$ cat src/rtl/traffic_pkg.sv
// Shared light encodings and phase type for the intersection scheduler.
package traffic_pkg;

  typedef logic [2:0] light_t;

  localparam light_t RED = 3'b001;
  localparam light_t YEL = 3'b010;
  localparam light_t GRE = 3'b100;

  typedef enum logic [1:0] {
    PH_GREEN  = 2'd0,
    PH_YELLOW = 2'd1,
    PH_ALLRED = 2'd2
  } phase_t;

  // Lamp shown by the approach that currently owns the phase.
  function automatic light_t owner_lamp(input phase_t ph);
    case (ph)
      PH_GREEN:  owner_lamp = GRE;
      PH_YELLOW: owner_lamp = YEL;
      default:   owner_lamp = RED;
    endcase
  endfunction

endpackage

$ cat src/rtl/rr_next_picker.sv
// Rotate-priority search: first set request strictly after cur_i, wrapping
// modulo N_APP (cur_i itself is considered last).
module rr_next_picker #(
  parameter int N_APP = 4,
  parameter int IDW   = $clog2(N_APP)
) (
  input  logic [N_APP-1:0] req_i,
  input  logic [IDW-1:0]   cur_i,
  output logic             found_o,
  output logic [IDW-1:0]   idx_o
);

  localparam int PW = IDW + 1;
  localparam logic [PW-1:0] NP = PW'(N_APP);

  logic [PW-1:0] pos;

  // Scan from the farthest offset down so the nearest hit is written last.
  always_comb begin
    found_o = 1'b0;
    idx_o   = cur_i;
    pos     = '0;
    for (int k = N_APP; k >= 1; k--) begin
      pos = {1'b0, cur_i} + PW'(k);
      if (pos >= NP) begin
        pos = pos - NP;
      end
      if (req_i[pos[IDW-1:0]]) begin
        found_o = 1'b1;
        idx_o   = pos[IDW-1:0];
      end
    end
  end

endmodule

$ cat src/rtl/light_phase_scheduler.sv
// Round-robin green/yellow/all-red phase scheduler for N_APP approaches.
// Emergency preempt is built when LIGHT_PHASE_SCHEDULER_PREEMPT_EN is defined.
module light_phase_scheduler
  import traffic_pkg::*;
#(
  parameter  int N_APP      = 4,
  parameter  int MIN_GREEN  = 3,
  parameter  int MAX_GREEN  = 8,
  parameter  int YEL_CYC    = 2,
  parameter  int ALLRED_CYC = 1,
  localparam int IDW        = $clog2(N_APP)
) (
  input  logic               clk,
  input  logic               rst,
  input  logic [N_APP-1:0]   car_req,
  input  logic               preempt_req,
  input  logic [IDW-1:0]     preempt_id,
  output logic [3*N_APP-1:0] lights,
  output logic [IDW-1:0]     active_id,
  output logic [1:0]         phase,
  output logic               preempt_ack
);

  localparam int TW = $clog2(MAX_GREEN + 1);
  localparam logic [TW-1:0] T_MAX     = TW'(MAX_GREEN);
  localparam logic [TW-1:0] T_MIN_M1  = TW'(MIN_GREEN - 1);
  localparam logic [TW-1:0] T_MAX_M1  = TW'(MAX_GREEN - 1);
  localparam logic [TW-1:0] T_YEL_END = TW'(YEL_CYC - 1);
  localparam logic [TW-1:0] T_AR_END  = TW'(ALLRED_CYC - 1);

  phase_t         phase_q, phase_d;
  logic [IDW-1:0] active_q, active_d;
  logic [IDW-1:0] next_q, next_d;
  logic [TW-1:0]  timer_q, timer_d;

  logic [N_APP-1:0] active_mask;
  logic [N_APP-1:0] other_req;
  logic             own_req;
  logic             pick_found;
  logic [IDW-1:0]   pick_idx;

  logic pre_go;    // preempt towards another approach: leave green now
  logic pre_hold;  // preempted approach already green: freeze
  logic pre_load;  // preempt present: steer the pending handover

  assign active_mask = N_APP'(1) << active_q;
  assign other_req   = car_req & ~active_mask;
  assign own_req     = car_req[active_q];

  rr_next_picker #(
    .N_APP (N_APP),
    .IDW   (IDW)
  ) u_picker (
    .req_i   (other_req),
    .cur_i   (active_q),
    .found_o (pick_found),
    .idx_o   (pick_idx)
  );

`ifdef LIGHT_PHASE_SCHEDULER_PREEMPT_EN
  assign pre_hold    = preempt_req && (preempt_id == active_q);
  assign pre_go      = preempt_req && (preempt_id != active_q);
  assign pre_load    = preempt_req;
  assign preempt_ack = (phase_q == PH_GREEN) && pre_hold;
`else
  logic unused_preempt;
  assign unused_preempt = ^{preempt_req, preempt_id};
  assign pre_hold    = 1'b0;
  assign pre_go      = 1'b0;
  assign pre_load    = 1'b0;
  assign preempt_ack = 1'b0;
`endif

  always_comb begin
    phase_d  = phase_q;
    active_d = active_q;
    next_d   = next_q;
    case (phase_q)
      PH_GREEN: begin
        if (pre_go) begin
          phase_d = PH_YELLOW;
          next_d  = preempt_id;
        end else if (!pre_hold && pick_found && (timer_q >= T_MIN_M1) &&
                     (!own_req || (timer_q >= T_MAX_M1))) begin
          phase_d = PH_YELLOW;
          next_d  = pick_idx;
        end
      end
      PH_YELLOW: begin
        if (pre_load) begin
          next_d = preempt_id;
        end
        if (timer_q == T_YEL_END) begin
          phase_d = PH_ALLRED;
        end
      end
      PH_ALLRED: begin
        if (pre_load) begin
          next_d = preempt_id;
        end
        if (timer_q == T_AR_END) begin
          phase_d  = PH_GREEN;
          active_d = next_q;
        end
      end
      default: begin
        phase_d = PH_GREEN;
      end
    endcase

    // Timer restarts on every phase change and saturates while resting.
    if (phase_d != phase_q) begin
      timer_d = '0;
    end else if (timer_q == T_MAX) begin
      timer_d = timer_q;
    end else begin
      timer_d = timer_q + TW'(1);
    end
  end

  always_ff @(posedge clk) begin
    if (rst) begin
      phase_q  <= PH_GREEN;
      active_q <= '0;
      next_q   <= '0;
      timer_q  <= '0;
    end else begin
      phase_q  <= phase_d;
      active_q <= active_d;
      next_q   <= next_d;
      timer_q  <= timer_d;
    end
  end

  for (genvar gi = 0; gi < N_APP; gi++) begin : g_lamp
    assign lights[3*gi +: 3] = (active_q == IDW'(gi)) ? owner_lamp(phase_q) : RED;
  end

  assign active_id = active_q;
  assign phase     = phase_q;

endmodule

$ cat config.mk
export PLATFORM = sky130hd
export DESIGN_NAME = light_phase_scheduler
export DESIGN_NICKNAME = d
export VERILOG_FILES = /design/src/rtl/traffic_pkg.sv /design/src/rtl/rr_next_picker.sv /design/src/rtl/light_phase_scheduler.sv
export SDC_FILE = /design/constraint.sdc
export NUM_CORES = 1
export LEC_CHECK = 0
export ABC_AREA = 1
export CORE_MARGIN = 2
export CORE_UTILIZATION = 44
export CTS_BUF_LIST = sky130_fd_sc_hd__clkbuf_8
export CTS_CLUSTER_SIZE = 12
export DETAILED_ROUTE_END_ITERATION = 8
export PLACE_DENSITY = 0.83
export SYNTH_ARGS = -nofsm -noshare
export SYNTH_HDL_FRONTEND = slang
export SYNTH_HIERARCHICAL = 1
export SYNTH_SLANG_ARGS = --single-unit
$ cat constraint.sdc
create_clock -name clk -period 1.7 [get_ports clk]
set_input_delay 0.17 -clock clk [delete_from_list [all_inputs] [get_ports clk]]
set_output_delay 0.17 -clock clk [all_outputs]
set_load 0.05 [all_outputs]
==> impl_metrics.py, run 1 <==
metrics = {
    "setup_path": {
        "cp_max_fo": 8,
        "r2r_end": "timer_q[3]",
        "crit_end": "timer_q[3]",
        "worstSetupEndpointType": "flop",
        "start_kind": "flop",
        "rr_worst_depth": 14,
        "critPathKind": "flop to flop",
        "reg2reg_setup_slack_ps": 9,
        "crit_arrival_ps": 1820,
        "timing.rr.start": "active_id[0]",
        "cp.required_ps": 1830,
        "critPathLaunch": "active_id[0]",
    },
    "cells_and_area": {
        "fill_cells": 147,
        "nets": 208,
        "drive_above_1_share": 0.337,
        "diodes": 0,
        "final_util": 0.709,
        "final_cells": 220,
        "area_growth_pct": 50.5,
    },
    "yosys": {
        "synth_compound_area_frac": 0.110,
        "syn-mean-instance-area_sq_um": 5.95,
        "post-synth-top-area-cell": "dfxtp_1",
        "synthXorXnorAreaFrac": 0.0188,
        "synth_fa_ha_area_frac": 0.0536,
        "ys_seq_area_frac": 0.214,
        "synth_top_family_by_area": "simple AND/OR/NAND/NOR gates",
        "yosysMostFrequentCell": "nand2_1",
        "synthArstFlopShare": 0,
        "synth-edff-count": 0,
        "ys_top_cells_by_count": "nand2_1 (45), inv_1 (23), nor2_1 (21)",
        "syn-cell-area_sq_um": 933,
        "synth_flop_cell": "dfxtp_1",
        "syn_nets": 170,
        "yosys.area_share.simple": 0.460,
        "yosys.cell_types.count": 27,
        "synth_area_leaders": "dfxtp_1 (21%), nand2_1 (18%), inv_1 (9.2%), nor2_1 (8.4%), a21oi_1 (5.4%)",
        "ys_seq_elements": 10,
        "yosys.area.top_type_share": 0.214,
        "synth.area.mux_share": 0,
        "synthCells": 157,
        "yosysWarningCount": 6,
    },
    "power": {
        "p_per_area_nw_per_um2": 1070,
        "p_int_w": 0.000808,
        "p_leak_nw": 0.712,
        "p_comb_frac": 0.598,
        "p_clk_frac": 0.162,
        "p_seq_frac": 0.241,
        "netSwitchingPower_w": 0.000695,
        "switching_share": 0.462,
        "max-vdd-ir-drop_mv": 0.863,
    },
    "place": {
        "dp_cells": 215,
        "dp_hpwl_mm": 1.90,
        "routabilityCongestion": 0.982,
        "portBuffers": 21,
    },
    "floorplanning": {
        "num_rows": 16,
        "fp.coreArea_sq_um": 1980,
        "dieArea_sq_um": 2510,
        "num_io_pins": 26,
        "die_w_microns": 50.1,
        "die_y_microns": 50.1,
        "start_util": 0.471,
    },
    "global_route": {
        "grt_overflow": 0,
        "grt_first_pass_wirelength_mm": 3.99,
        "grtUsageTotal": 0.208,
        "grt_max_degree": 11,
        "first_global_vias": 1007,
        "antenna_found_initial": 0,
    },
    "drt": {
        "ant_nets": 0,
        "dr.pass1.iters": 4,
        "num_vias": 1046,
        "drt_iter0_drc": 16,
        "viasPerCell": 4.75,
        "routed_wirelength_mm": 2.34,
        "drt_drc_violations_left": 0,
        "wire_per_inst_microns": 10.7,
    },
    "clocking": {
        "clock_sinks": 10,
        "clk_pin_slew_ps": 40,
        "cts_root_buffer": "clkbuf_8",
        "cts_tree": "built",
        "cts_made_buffers": 3,
        "h-tree-depth": 1,
        "clk-insertion-delay-late_ps": 240,
        "clk_path_buf_depth": 2,
    },
    "min_path": {
        "hp-class": "flop to flop",
    },
    "timing": {
        "setup_violations": 0,
        "fmax_mhz": 592,
        "slew_violations": 0,
        "fin_crit_sh": 0.994,
        "fin_skew_ps": 0.515,
        "rsz0062_at_grt": "true",
        "min_period_ps": 1690,
        "final_hold_viol_count": 0,
    },
    "status": {
        "outcome": "finished clean",
    },
    "flow_run": {
        "maxCapViolations": 0,
    },
}
## sequential cells by signal (all words and copies together) (netlist names)
signal     cells
phase          2
active_id      2
timer_q        4
next_q         2
## critical path, stage by stage, from the launching register on
cell,delay [ps]
dfxtp_4,370
inv_2,70
nor2_2,40
nor2_1,90
inv_1,70
o21ai_2,190
nand2_1,70
nand2_1,70
inv_2,40
nand4_1,70
nand2_1,90
a21oi_4,200
nand2_4,80
nand3_4,90
nor2_2,40
## worst min path at each step
| stage | from | end | slack, ps | cells past startpoint |
|---|---|---|---|---|
| after floorplan | rst | phase[0] | 240 | 1 |
| after global placement | next_q[0] | next_q[0] | 470 | 2 |
| after detailed placement | next_q[0] | next_q[0] | 500 | 2 |
| after CTS | next_q[0] | next_q[0] | 510 | 2 |
| after global routing | next_q[0] | next_q[0] | 530 | 2 |
| final | next_q[1] | next_q[1] | 510 | 2 |
## area by class of cell
cell class                 instances  area (sq um)  share of cell area
inverter                          29           111              0.0793
timing repair buffer              35           390               0.278
sequential                        10           208               0.148
tap                               27          33.8              0.0240
multi-input combinational        116           621               0.442
clock buffer                       3          41.3              0.0294
## metrics by stage
stage                     hold slack (ps)  TNS [ps]  setup slack (ps)  instance area (sq um)  power (W)
after global routing                  533      -915              -142                   1410    0.00161
after CTS                             508         0              5.74                   1380    0.00151
after global placement                470      -970              -151                   1340    0.00122
after detailed placement              495     -1520              -229                   1340    0.00126
final                                 514         0              9.44                   1410    0.00150
after floorplan                       239      -265              -102                    948   0.000958
## cell families after synthesis
group	Yosys count
fa+ha+maj	4
flops	10
buf+inv	31
xor+xnor	2
other cells	1
simple gates	92
compound gates	17
## what timing repair did
item / CTS / global route
buffers inserted: 0 / 2
gates resized for setup: 0 / 5
setup endpoints to repair: 0 / 7
hold buffers: 0 / 0
## cells in the final DEF, fill, tap and decap left out
cell type | netlist | layout
or2_0 | 1 | 1
nor2_2 | 6 | 13
buf_12 | 0 | 9
a21oi_4 | 1 | 1
conb_1 | 1 | 1
nand3b_1 | 1 | 1
nor2_1 | 21 | 14
dfxtp_4 | 0 | 2
xor2_1 | 2 | 2
clkbuf_8 | 0 | 3
nand2_1 | 45 | 45
nand4_1 | 1 | 1
or2_2 | 1 | 1
nand2_4 | 2 | 2
inv_2 | 5 | 5
buf_4 | 1 | 21
o21ai_2 | 1 | 1
dfxtp_1 | 10 | 8
o21ai_0 | 4 | 4
inv_1 | 23 | 23
nand3_2 | 1 | 1
a21oi_1 | 10 | 10
nand3_1 | 7 | 7
nand3_4 | 1 | 1
clkdlybuf4s50_1 | 0 | 4
ha_1 | 4 | 4
dlymetal6s2s_1 | 0 | 1
nand2_2 | 4 | 4
nor3b_1 | 1 | 1
a22oi_1 | 1 | 1
inv_4 | 1 | 1
## per-layer routing
layer  wire length [microns]  GRT usage
met4                      54      0.120
met2                    1180      0.379
met1                     999      0.223
met5                       0          0
met3                     113     0.0303
## power groups by stage
stage / Clock (W) / Sequential (W) / Combinational [W]
floorplan: 0 / 0.000396 / 0.000561
global placement: 0 / 0.000357 / 0.000867
detailed placement: 0 / 0.000362 / 0.000896
CTS: 0.000252 / 0.000359 / 0.000900
global route: 0.000258 / 0.000370 / 0.000985
finish: 0.000243 / 0.000362 / 0.000899
Power figures use the tool's default switching activity.
==> run 2, diff against run 1 <==
CORE_MARGIN = 3   (was 2)
GPL_TIMING_DRIVEN = 0   (was unset)
==> impl_metrics.py, run 2 (synthesized netlist as in run 1, its figures left out) <==
metrics = {
    "timing": {
        "layout_setup_ws_ps": -115,
        "slew_headroom": 0.656,
        "min_period_ps": 1810,
        "fin_crit_sh": 1.07,
        "setup_violations": 7,
        "fmax_mhz": 551,
        "fin_skew_ps": 2.32,
        "worst_slew_pin_slew_ps": 515,
        "rsz0062_at_grt": "true",
        "final_hold_viol_count": 0,
        "slew_violations": 0,
    },
    "place": {
        "portBuffers": 21,
        "placed_area_sq_um": 1190,
        "dp_slack_ps": -249,
        "routabilityCongestion": 0.768,
        "dp_hpwl_mm": 1.70,
    },
    "floorplanning": {
        "num_rows": 16,
        "dieArea_sq_um": 2710,
        "die_y_microns": 52.1,
        "start_util": 0.471,
        "die_w_microns": 52.1,
        "num_io_pins": 26,
        "fp.coreArea_sq_um": 1980,
    },
    "drt": {
        "routed_wirelength_mm": 2.74,
        "ant_nets": 0,
        "num_vias": 1106,
        "viasPerCell": 4.98,
        "drt_iter0_drc": 18,
        "drt_drc_violations_left": 0,
        "dr.pass1.iters": 5,
        "wire_per_inst_microns": 12.4,
    },
    "power": {
        "p_per_area_nw_per_um2": 1050,
        "max-vdd-ir-drop_mv": 0.804,
        "p_leak_nw": 0.722,
    },
    "cells_and_area": {
        "nets": 209,
        "multi_input_area_sq_um": 658,
        "largest-register": "timer_q",
        "seq_area_sq_um": 208,
        "mostFrequentLayoutCells": "nand2_1 (37), inv_1 (20), nor2_2 (13), nor2_1 (13), buf_4 (13)",
        "largest_register_ffs": 4,
        "fill_cells": 164,
        "drive_above_1_share": 0.369,
        "design_area_sq_um": 1380,
        "area_growth_pct": 48.3,
        "final_common_cell": "nand2_1",
        "diodes": 0,
    },
    "clocking": {
        "clk-insertion-delay-late_ps": 240,
        "postCtsHoldBufs": 0,
        "clock_sinks": 10,
        "clk_path_buf_depth": 2,
        "cts_made_buffers": 3,
        "h-tree-depth": 1,
        "cts_tree": "built",
        "clk_pin_slew_ps": 50,
        "cts_root_buffer": "clkbuf_8",
    },
    "flow_run": {
        "maxCapViolations": 0,
    },
    "setup_path": {
        "cp_max_fo": 7,
        "worstSetupEndpointType": "flop",
        "timing.rr.start": "active_id[0]",
        "critPathLaunch": "active_id[0]",
        "crit_arrival_ps": 1940,
        "critPathKind": "flop to flop",
        "cp.required_ps": 1830,
        "start_kind": "flop",
    },
    "min_path": {
        "hold_start": "next_q[0]",
        "hp-class": "flop to flop",
    },
    "global_route": {
        "busiest_layer": "met2",
        "grt_first_pass_wirelength_mm": 4.20,
        "grt_use_met2": 0.387,
        "antenna_found_initial": 0,
        "first_global_vias": 1037,
        "use_met3": 0.0401,
        "grtUsageTotal": 0.205,
        "use_met1": 0.206,
        "grt_overflow": 0,
        "grt_max_degree": 9,
    },
    "status": {
        "outcome": "finished, violations left",
        "violations": "setup timing",
    },
}
run 2: cell count changes in the layout (fill, tap and decap cells not counted), moves of 2 or more:
| cell | before | now |
|---|---|---|
| clkdlybuf4s15_2 | 0 | 4 |
| nand2_1 | 45 | 37 |
| nand2_2 | 4 | 12 |
| dlymetal6s2s_1 | 1 | 3 |
| inv_2 | 5 | 7 |
| buf_4 | 21 | 13 |
| buf_12 | 9 | 0 |
| clkbuf_2 | 0 | 4 |
| dlygate4sd2_1 | 0 | 5 |
| inv_1 | 23 | 20 |
run 2: layout make-up:
class / count / area share
flip-flops and latches: 10 / 0.150
clock buffers: 3 / 0.0298
clock inverters: 1 / 0.00271
plain buffers: 2 / 0.0163
multi-input cells: 116 / 0.476
inverters: 29 / 0.0859
well taps: 27 / 0.0244
repair buffers: 34 / 0.215
run 2: per-layer routing:
metal	wire, microns	share of wire
met5	0	0
met4	107	0.039
met3	189	0.069
met2	1370	0.50
met1	1070	0.39
run 2: critical path, cell delays in order, from the launching register on:
cell and delay (ps):
dfxtp_4 380, inv_4 70, nor2_4 40, nor2_2 110
inv_2 70, o21ai_2 200, nand2_1 100, nand2_2 80
inv_2 40, nand4_1 100, nand2_2 80, a21oi_4 210
nand2_4 90, nand3_4 90, nor2_2 40
run 2: final timing paths:
| check | depth (start not counted) | slack (ps) | end |
|---|---|---|---|
| worst min register to register | 2 | 490 | next_q[0] |
| worst min-delay path | 2 | 490 | next_q[0] |
| worst max register to register | 14 | -110 | timer_q[3] |
| worst max-delay path | 14 | -110 | timer_q[3] |
run 2: power by group:
group	switching, W	internal (W)
Sequential	0.0000681	0.000291
Combinational	0.000547	0.000289
Clock	0.0000951	0.000158
Total	0.000710	0.000738
run 2: repair_timing:
| item | in CTS | in global routing |
|---|---|---|
| endpoints found under the hold margin | 0 | 0 |
| pin swaps | 4 | 3 |
| gates resized for setup | 39 | 17 |
| setup endpoints to repair | 19 | 13 |
| setup buffers | 10 | 3 |
run 2: metrics by stage:
| stage | cells | setup TNS, ps | hold slack, ps | power, W | util |
|---|---|---|---|---|---|
| after global placement | 205 | -1780 | 462 | 0.00112 | 0.602 |
| final | 222 | -733 | 486 | 0.00145 | 0.698 |
| after floorplan | 157 | -265 | 239 | 0.000958 | - |
| after detailed placement | 205 | -2130 | 478 | 0.00115 | 0.602 |
| after global routing | 222 | -1320 | 540 | 0.00156 | 0.698 |
| after CTS | 219 | -21.8 | 489 | 0.00143 | 0.683 |
